[src/rtl/ps2_pkg.sv]
// Shared types and timing helpers for the PS/2 host controller.
// All PS/2 timing constants are derived from the system clock frequency.
package ps2_pkg;

  typedef enum logic [2:0] {
    S_IDLE,
    S_RX,
    S_INHIBIT,
    S_REQ,
    S_TX,
    S_ACK,
    S_WAIT_REL
  } ps2_state_t;

  localparam logic [7:0] PS2_EXT = 8'hE0;
  localparam logic [7:0] PS2_BRK = 8'hF0;

  // 100 us clock inhibit before a host request
  function automatic int unsigned ps2_t_inh(input int unsigned clk_hz);
    return clk_hz / 10_000;
  endfunction

  // 5 us with data pulled low before the clock is released
  function automatic int unsigned ps2_t_req(input int unsigned clk_hz);
    return clk_hz / 200_000;
  endfunction

  function automatic int unsigned ps2_t_to(input int unsigned clk_hz, input int unsigned to_us);
    return (clk_hz / 1_000_000) * to_us;
  endfunction

endpackage

[src/rtl/ps2_evt_fifo.sv]
// Synchronous first-word-fall-through FIFO for decoded key events.
// A push into a full FIFO is accepted when a pop happens in the same cycle.
module ps2_evt_fifo
#(
  parameter int unsigned WIDTH = 10,
  parameter int unsigned DEPTH = 8
) (
  input  logic             clk,
  input  logic             rst_n,
  input  logic             push,
  input  logic [WIDTH-1:0] push_data,
  input  logic             pop,
  output logic [WIDTH-1:0] pop_data,
  output logic             full,
  output logic             empty
);
  localparam int AW = $clog2(DEPTH);
  localparam logic [AW:0] FULL_CNT = (AW+1)'(DEPTH);

  logic [WIDTH-1:0] mem [DEPTH];
  logic [AW-1:0]    wr_ptr_reg;
  logic [AW-1:0]    rd_ptr_reg;
  logic [AW:0]      count_reg;
  logic             do_push;
  logic             do_pop;

  assign full     = (count_reg == FULL_CNT);
  assign empty    = (count_reg == '0);
  assign do_pop   = pop && !empty;
  assign do_push  = push && (!full || do_pop);
  assign pop_data = mem[rd_ptr_reg];

  always_ff @(posedge clk) begin
    if (do_push) mem[wr_ptr_reg] <= push_data;
  end

  always_ff @(posedge clk or negedge rst_n) begin
    if (!rst_n) begin
      wr_ptr_reg <= '0;
      rd_ptr_reg <= '0;
      count_reg  <= '0;
    end else begin
      if (do_push) wr_ptr_reg <= wr_ptr_reg + AW'(1);
      if (do_pop)  rd_ptr_reg <= rd_ptr_reg + AW'(1);
      unique case ({do_push, do_pop})
        2'b10:   count_reg <= count_reg + (AW+1)'(1);
        2'b01:   count_reg <= count_reg - (AW+1)'(1);
        default: ;
      endcase
    end
  end

endmodule

[src/rtl/ps2_host_if.sv]
// Bidirectional PS/2 host: filtered line inputs, frame receiver, E0/F0 decoder,
// event FIFO and host-to-device command transmitter with ACK reporting.
module ps2_host_if
  import ps2_pkg::*;
#(
  parameter int unsigned CLK_HZ     = 25_000_000,
  parameter int unsigned FIFO_DEPTH = 8,
  parameter int unsigned FILTER_LEN = 4,
  parameter int unsigned TIMEOUT_US = 2000,
  parameter bit          RAW_MODE   = 1'b0
) (
  input  logic       clk,
  input  logic       rst_n,
  input  logic       ps2_clk_i,
  input  logic       ps2_data_i,
  output logic       ps2_clk_oe,
  output logic       ps2_data_oe,
  input  logic       tx_valid,
  input  logic [7:0] tx_data,
  output logic       tx_ready,
  output logic       tx_done,
  output logic       tx_err,
  output logic       rx_valid,
  output logic [9:0] rx_data,
  input  logic       rx_ready,
  output logic       rx_perr,
  output logic       rx_ferr,
  output logic       rx_ovf
);
  localparam int unsigned T_INH = ps2_t_inh(CLK_HZ);
  localparam int unsigned T_REQ = ps2_t_req(CLK_HZ);
  localparam int unsigned T_TO  = ps2_t_to(CLK_HZ, TIMEOUT_US);
  localparam int unsigned T_MAX = (T_INH > T_TO) ? ((T_INH > T_REQ) ? T_INH : T_REQ)
                                                 : ((T_TO > T_REQ) ? T_TO : T_REQ);
  localparam int TW = $clog2(T_MAX + 1);

  // bit 0 = clock line, bit 1 = data line
  logic [1:0] pin_raw;
  logic [1:0] line_filt;
  assign pin_raw = {ps2_data_i, ps2_clk_i};

  for (genvar gi = 0; gi < 2; gi++) begin : g_line
    logic [1:0]            sync_reg;
    logic [FILTER_LEN-1:0] hist_reg;
    logic                  filt_reg;
    always_ff @(posedge clk or negedge rst_n) begin
      if (!rst_n) begin
        sync_reg <= '1;
        hist_reg <= '1;
        filt_reg <= 1'b1;
      end else begin
        sync_reg <= {sync_reg[0], pin_raw[gi]};
        hist_reg <= FILTER_LEN'({hist_reg, sync_reg[1]});
        if (&hist_reg)       filt_reg <= 1'b1;
        else if (~|hist_reg) filt_reg <= 1'b0;
      end
    end
    assign line_filt[gi] = filt_reg;
  end

  logic clk_filt, data_filt, clk_prev_reg, fall;
  assign clk_filt  = line_filt[0];
  assign data_filt = line_filt[1];
  assign fall      = clk_prev_reg && !clk_filt;

  ps2_state_t state_reg, state_next;
  logic [TW-1:0] timer_reg, timer_next;
  logic [3:0]    bit_cnt_reg, bit_cnt_next;
  logic [8:0]    shift_reg, shift_next;
  logic          clk_oe_reg, clk_oe_next, data_oe_reg, data_oe_next;
  logic          byte_vld_reg, byte_vld_next;
  logic [7:0]    byte_reg, byte_next;
  logic          ext_reg, ext_next, brk_reg, brk_next;
  logic          done_reg, done_next, err_reg, err_next;
  logic          perr_reg, perr_next, ferr_reg, ferr_next, ovf_reg;
  logic          timer_hit_to;

  assign timer_hit_to = (timer_reg == TW'(T_TO - 1));

  always_comb begin
    state_next    = state_reg;
    timer_next    = timer_reg + TW'(1);
    bit_cnt_next  = bit_cnt_reg;
    shift_next    = shift_reg;
    clk_oe_next   = clk_oe_reg;
    data_oe_next  = data_oe_reg;
    byte_vld_next = 1'b0;
    byte_next     = byte_reg;
    done_next     = 1'b0;
    err_next      = 1'b0;
    perr_next     = 1'b0;
    ferr_next     = 1'b0;
    tx_ready      = 1'b0;
    unique case (state_reg)
      S_IDLE: begin
        timer_next = '0;
        tx_ready   = !fall;
        if (fall) begin
          if (data_filt) ferr_next = 1'b1;
          else begin
            state_next   = S_RX;
            bit_cnt_next = 4'd1;
          end
        end else if (tx_valid) begin
          shift_next  = {~^tx_data, tx_data};
          clk_oe_next = 1'b1;
          state_next  = S_INHIBIT;
        end
      end
      S_RX: begin
        if (fall) begin
          timer_next   = '0;
          bit_cnt_next = bit_cnt_reg + 4'd1;
          if (bit_cnt_reg == 4'd10) begin
            state_next = S_IDLE;
            perr_next  = !(^shift_reg);
            ferr_next  = !data_filt;
            if ((^shift_reg) && data_filt) begin
              byte_vld_next = 1'b1;
              byte_next     = shift_reg[7:0];
            end
          end else begin
            shift_next = {data_filt, shift_reg[8:1]};
          end
        end else if (timer_hit_to) begin
          ferr_next  = 1'b1;
          state_next = S_IDLE;
        end
      end
      S_INHIBIT: begin
        if (timer_reg == TW'(T_INH - 1)) begin
          timer_next   = '0;
          data_oe_next = 1'b1;
          state_next   = S_REQ;
        end
      end
      S_REQ: begin
        if (timer_reg == TW'(T_REQ - 1)) begin
          timer_next   = '0;
          clk_oe_next  = 1'b0;
          bit_cnt_next = 4'd0;
          state_next   = S_TX;
        end
      end
      S_TX: begin
        if (fall) begin
          timer_next   = '0;
          bit_cnt_next = bit_cnt_reg + 4'd1;
          if (bit_cnt_reg == 4'd9) begin
            data_oe_next = 1'b0;
            state_next   = S_ACK;
          end else begin
            data_oe_next = !shift_reg[0];
            shift_next   = {1'b0, shift_reg[8:1]};
          end
        end else if (timer_hit_to) begin
          err_next     = 1'b1;
          data_oe_next = 1'b0;
          state_next   = S_IDLE;
        end
      end
      S_ACK: begin
        if (fall) begin
          timer_next = '0;
          done_next  = !data_filt;
          err_next   = data_filt;
          state_next = S_WAIT_REL;
        end else if (timer_hit_to) begin
          err_next   = 1'b1;
          state_next = S_IDLE;
        end
      end
      S_WAIT_REL: begin
        if (clk_filt && data_filt) state_next = S_IDLE;
        else if (timer_hit_to) begin
          err_next   = 1'b1;
          state_next = S_IDLE;
        end
      end
      default: state_next = S_IDLE;
    endcase
  end

  // Prefix decoder works on the byte registered at the stop-bit edge.
  logic       push, pop, fifo_full, fifo_empty;
  logic [9:0] push_data;

  always_comb begin
    push      = 1'b0;
    push_data = {ext_reg, brk_reg, byte_reg};
    ext_next  = ext_reg;
    brk_next  = brk_reg;
    if (byte_vld_reg) begin
      if (RAW_MODE) begin
        push      = 1'b1;
        push_data = {2'b00, byte_reg};
      end else if (byte_reg == PS2_EXT) begin
        ext_next = 1'b1;
      end else if (byte_reg == PS2_BRK) begin
        brk_next = 1'b1;
      end else begin
        push     = 1'b1;
        ext_next = 1'b0;
        brk_next = 1'b0;
      end
    end
  end

  assign pop = rx_ready && !fifo_empty;

  always_ff @(posedge clk or negedge rst_n) begin
    if (!rst_n) begin
      state_reg    <= S_IDLE;
      timer_reg    <= '0;
      bit_cnt_reg  <= '0;
      shift_reg    <= '0;
      clk_oe_reg   <= 1'b0;
      data_oe_reg  <= 1'b0;
      clk_prev_reg <= 1'b1;
      byte_vld_reg <= 1'b0;
      byte_reg     <= '0;
      ext_reg      <= 1'b0;
      brk_reg      <= 1'b0;
      done_reg     <= 1'b0;
      err_reg      <= 1'b0;
      perr_reg     <= 1'b0;
      ferr_reg     <= 1'b0;
      ovf_reg      <= 1'b0;
    end else begin
      state_reg    <= state_next;
      timer_reg    <= timer_next;
      bit_cnt_reg  <= bit_cnt_next;
      shift_reg    <= shift_next;
      clk_oe_reg   <= clk_oe_next;
      data_oe_reg  <= data_oe_next;
      clk_prev_reg <= clk_filt;
      byte_vld_reg <= byte_vld_next;
      byte_reg     <= byte_next;
      ext_reg      <= ext_next;
      brk_reg      <= brk_next;
      done_reg     <= done_next;
      err_reg      <= err_next;
      perr_reg     <= perr_next;
      ferr_reg     <= ferr_next;
      ovf_reg      <= push && fifo_full && !pop;
    end
  end

  ps2_evt_fifo #(.WIDTH(10), .DEPTH(FIFO_DEPTH)) u_fifo (
    .clk       (clk),
    .rst_n     (rst_n),
    .push      (push),
    .push_data (push_data),
    .pop       (pop),
    .pop_data  (rx_data),
    .full      (fifo_full),
    .empty     (fifo_empty)
  );

  assign rx_valid    = !fifo_empty;
  assign ps2_clk_oe  = clk_oe_reg;
  assign ps2_data_oe = data_oe_reg;
  assign tx_done     = done_reg;
  assign tx_err      = err_reg;
  assign rx_perr     = perr_reg;
  assign rx_ferr     = ferr_reg;
  assign rx_ovf      = ovf_reg;

endmodule

[config.mk]
export PLATFORM = sky130hd
export DESIGN_NAME = ps2_host_if
export DESIGN_NICKNAME = d
export VERILOG_FILES = /design/src/rtl/ps2_pkg.sv /design/src/rtl/ps2_evt_fifo.sv /design/src/rtl/ps2_host_if.sv
export SDC_FILE = /design/constraint.sdc
export NUM_CORES = 1
export LEC_CHECK = 0
export CAP_MARGIN = 20
export CORE_ASPECT_RATIO = 1.75
export CORE_MARGIN = 1
export CORE_UTILIZATION = 35
export CTS_BUF_LIST = sky130_fd_sc_hd__clkbuf_16
export DETAILED_ROUTE_END_ITERATION = 8
export PLACE_DENSITY = 0.49
export SYNTH_ARGS = -nofsm -noshare
export SYNTH_HDL_FRONTEND = slang
export SYNTH_SLANG_ARGS = --single-unit
[constraint.sdc]
create_clock -name clk -period 7.2 [get_ports clk]
set_input_delay 1.44 -clock clk [delete_from_list [all_inputs] [get_ports clk]]
set_output_delay 1.44 -clock clk [all_outputs]
set_load 0.02 [all_outputs]
==> results.json <==
{
  "first_pass_iters": 4,
  "drt_iter0_markers": 199,
  "seqPwrFrac": 0.519,
  "setup_viol": 0,
  "antenna_found_initial": 0,
  "ys.flop_type": "edfxtp_1",
  "hpwl_um": 9611,
  "vias_per_cell": 5.158,
  "worstPathArrival_ns": 2.69,
  "cts_tree": "yes",
  "maxCapViolations": 0,
  "netlist_top_cells_area": "edfxtp_1 (35%), dfrtp_1 (22%), mux4_2 (6.6%), dfstp_2 (5.8%), mux2_2 (3.6%)",
  "synth_enable_flop_cells": 80,
  "cts_sinks": 155,
  "rsz0062_at_grt": "false",
  "die_area_um2": 20020,
  "fmax_ghz": 0.2422,
  "grt_use_total": 0.1495,
  "gp_congestion": 0.7883,
  "insertion_delay_ns": 0.41,
  "die_x_um": 107.4,
  "status": "finished clean",
  "drc": 0,
  "grt_pass1_vias": 4216,
  "overflow": 0,
  "grt_max_degree": 76,
  "p_switching_mw": 0.4046,
  "intPower_mw": 1.403,
  "largest_reg_flops": 80,
  "wl_um": 13840,
  "tns_ns": 0,
  "synth_top_area_share": 0.3531,
  "p_total_mw": 1.807,
  "ios": 33,
  "regArea_um2": 4298,
  "grtUsageMet3": 0.02585,
  "cts.clk_slew.worst_paths_ns": 0.07,
  "yosysSeqAreaShare": 0.6318,
  "synth.distinct_cells": 57,
  "end_kind": "output pin",
  "post_cts_buffers": 0,
  "ant_nets": 0,
  "ys_ff_latch": 155,
  "swShare": 0.2238,
  "initial_utilization": 0.3559,
  "syn_area_per_cell_um2": 13.80,
  "wl_per_cell_um": 17.68,
  "grt_first_pass_wirelength_um": 22580,
  "grt_util_met2": 0.2856,
  "core_um2": 19110,
  "ctsLongestPathBuffers": 2,
  "yosys_warnings": 0,
  "worst_pin_slew_ns": 1.031,
  "fillCellCount": 1793,
  "path_cells": "buf_4 > mux4_2 > mux2_2 > clkdlybuf4s50_1",
  "min_period_over_period": 0.5733,
  "port_buffers": 32,
  "vias": 4039,
  "drv_slew": 0,
  "async_flop_share": 0.4839,
  "crit_required_ns": 5.76,
  "area_growth_syn_to_layout_pct": 17.47,
  "met1_usage": 0.1610,
  "yosys-top-cells-count": "edfxtp_1 (80), dfrtp_1 (60), nand2_1 (48), nor2_1 (46), xnor2_1 (24)",
  "critPathSlowestCell": "mux4_2",
  "comb_power_share": 0.020,
  "yosysMostFrequentCell": "edfxtp_1",
  "skew_ns": 0.007280,
  "cts_made_buffers": 17,
  "holdBufCountCts": 0,
  "ctsResizeCount": 0,
  "synth_largest_area_cell": "edfxtp_1",
  "max_stage_delay_ns": 0.57,
  "layout-drive-gt1-share": 0.1956,
  "multi_input_area_um2": 2394,
  "core.rowCount": 67,
  "relSlewSlack": 0.3088,
  "fin_crit_ns": 4.128,
  "final-instance-count-excl-fill": 783,
  "hp-class": "reg2reg",
  "die_y_um": 186.4,
  "insertedDiodeCount": 0,
  "syn-cell-area_um2": 6803,
  "post-place-cells": 749,
  "grt-busiest-layer": "met2",
  "syn_nets": 517,
  "peakVddDrop_v": 0.0001308,
  "hold_viol": 0,
  "powerDensity_nw_per_um2": 226.2,
  "p_leak_nw": 3.187,
  "power.clock.fraction": 0.461,
  "critPathLaunchType": "flip-flop",
  "root_buffer": "clkbuf_16",
  "crit_fanout": 18,
  "htree_levels": 4,
  "nets": 553,
  "path_class": "reg2out",
  "synthCells": 493
}
metrics by stage:
stage                     utilization  setup slack, ns  cell area, µm²  hold WS [ns]
final                          0.4181            3.072            7991        0.3560
after global routing           0.4181            2.915            7991        0.3602
after CTS                      0.4163            2.986            7956        0.3572
after detailed placement       0.3872            3.354            7401        0.3469
after global placement         0.3872            3.396            7401        0.3483
after floorplan                     -            3.774            6803        0.3452
cell usage in the layout (no fill, tap or decap), types with 9 or more instances in the layout:
master / Yosys / layout
clkbuf_16: 0 / 17
mux2_2: 22 / 22
a21oi_1: 15 / 15
dfrtp_1: 60 / 60
ha_1: 10 / 10
clkdlybuf4s50_1: 0 / 31
mux4_2: 20 / 20
a31oi_1: 12 / 12
nand3_1: 9 / 9
xor2_1: 13 / 13
nor2_1: 46 / 46
edfxtp_1: 80 / 80
xnor2_1: 24 / 24
inv_1: 16 / 16
nand2_1: 48 / 48
dfstp_2: 15 / 15
cell type report:
class,count,share of cell area
flip-flops and latches,155,0.5378
multi-input cells,301,0.2995
clock buffers,17,0.05323
repair buffers,38,0.04791
well taps,241,0.03773
clock inverters,15,0.01628
inverters,16,0.007515
cell families (layout without fill, tap and decap cells):
family,count (synthesis),in the layout,synth area share
muxes,42,42,0.1026
adders and majority gates,10,10,0.01839
and+or+nand+nor,155,155,0.1135
xor gates and xnor gates,38,38,0.05095
buffers and inverters,37,86,0.02299
DFF,155,155,0.6318
AOI/OAI and AO/OA,56,56,0.05978
worst max-delay path, delay by kind of cell (launching register included):
kind	cells	cell delay, ns
buffers and inverters	2	0.93
muxes	2	0.84
DFF	1	0.48
power groups by stage:
stage | combinational [mW] | sequential [mW] | clock [mW]
after floorplan | 0.0151 | 0.953 | 0
after global placement | 0.0345 | 0.956 | 0
after detailed placement | 0.0348 | 0.956 | 0
after CTS | 0.0349 | 0.938 | 0.862
after global routing | 0.0398 | 0.938 | 0.893
final | 0.0356 | 0.938 | 0.834
routing by layer:
metal  share of wire  vias to the layer above
li1                -                     1893
met1            0.38                     2057
met4           0.016                        0
met2            0.58                       72
met3           0.025                       17
met5               0                        -
final timing paths:
check | depth (start not counted) | startpoint | slack [ns] | end
setup / recovery | 4 | u_fifo.rd_ptr_reg[0]$_DFFE_PN0P_ | 3.07 | rx_data[6]
hold / removal | 0 | g_line[0].sync_reg[0]$_DFF_PN1_ | 0.36 | g_line[0].sync_reg[1]$_DFF_PN1_
setup reg to reg | 11 | byte_reg[7]$_DFFE_PN0P_ | 4.31 | u_fifo.count_reg[2]$_DFFE_PN0P_
hold reg to reg | 0 | g_line[0].sync_reg[0]$_DFF_PN1_ | 0.36 | g_line[0].sync_reg[1]$_DFF_PN1_
max in group asynchronous | 2 | rst_n | 5.67 | g_line[1].sync_reg[1]$_DFF_PN1_
min in group asynchronous | 1 | rst_n | 0.91 | bit_cnt_reg[2]$_DFFE_PN0P_
(Power assumes the default switching activity.)
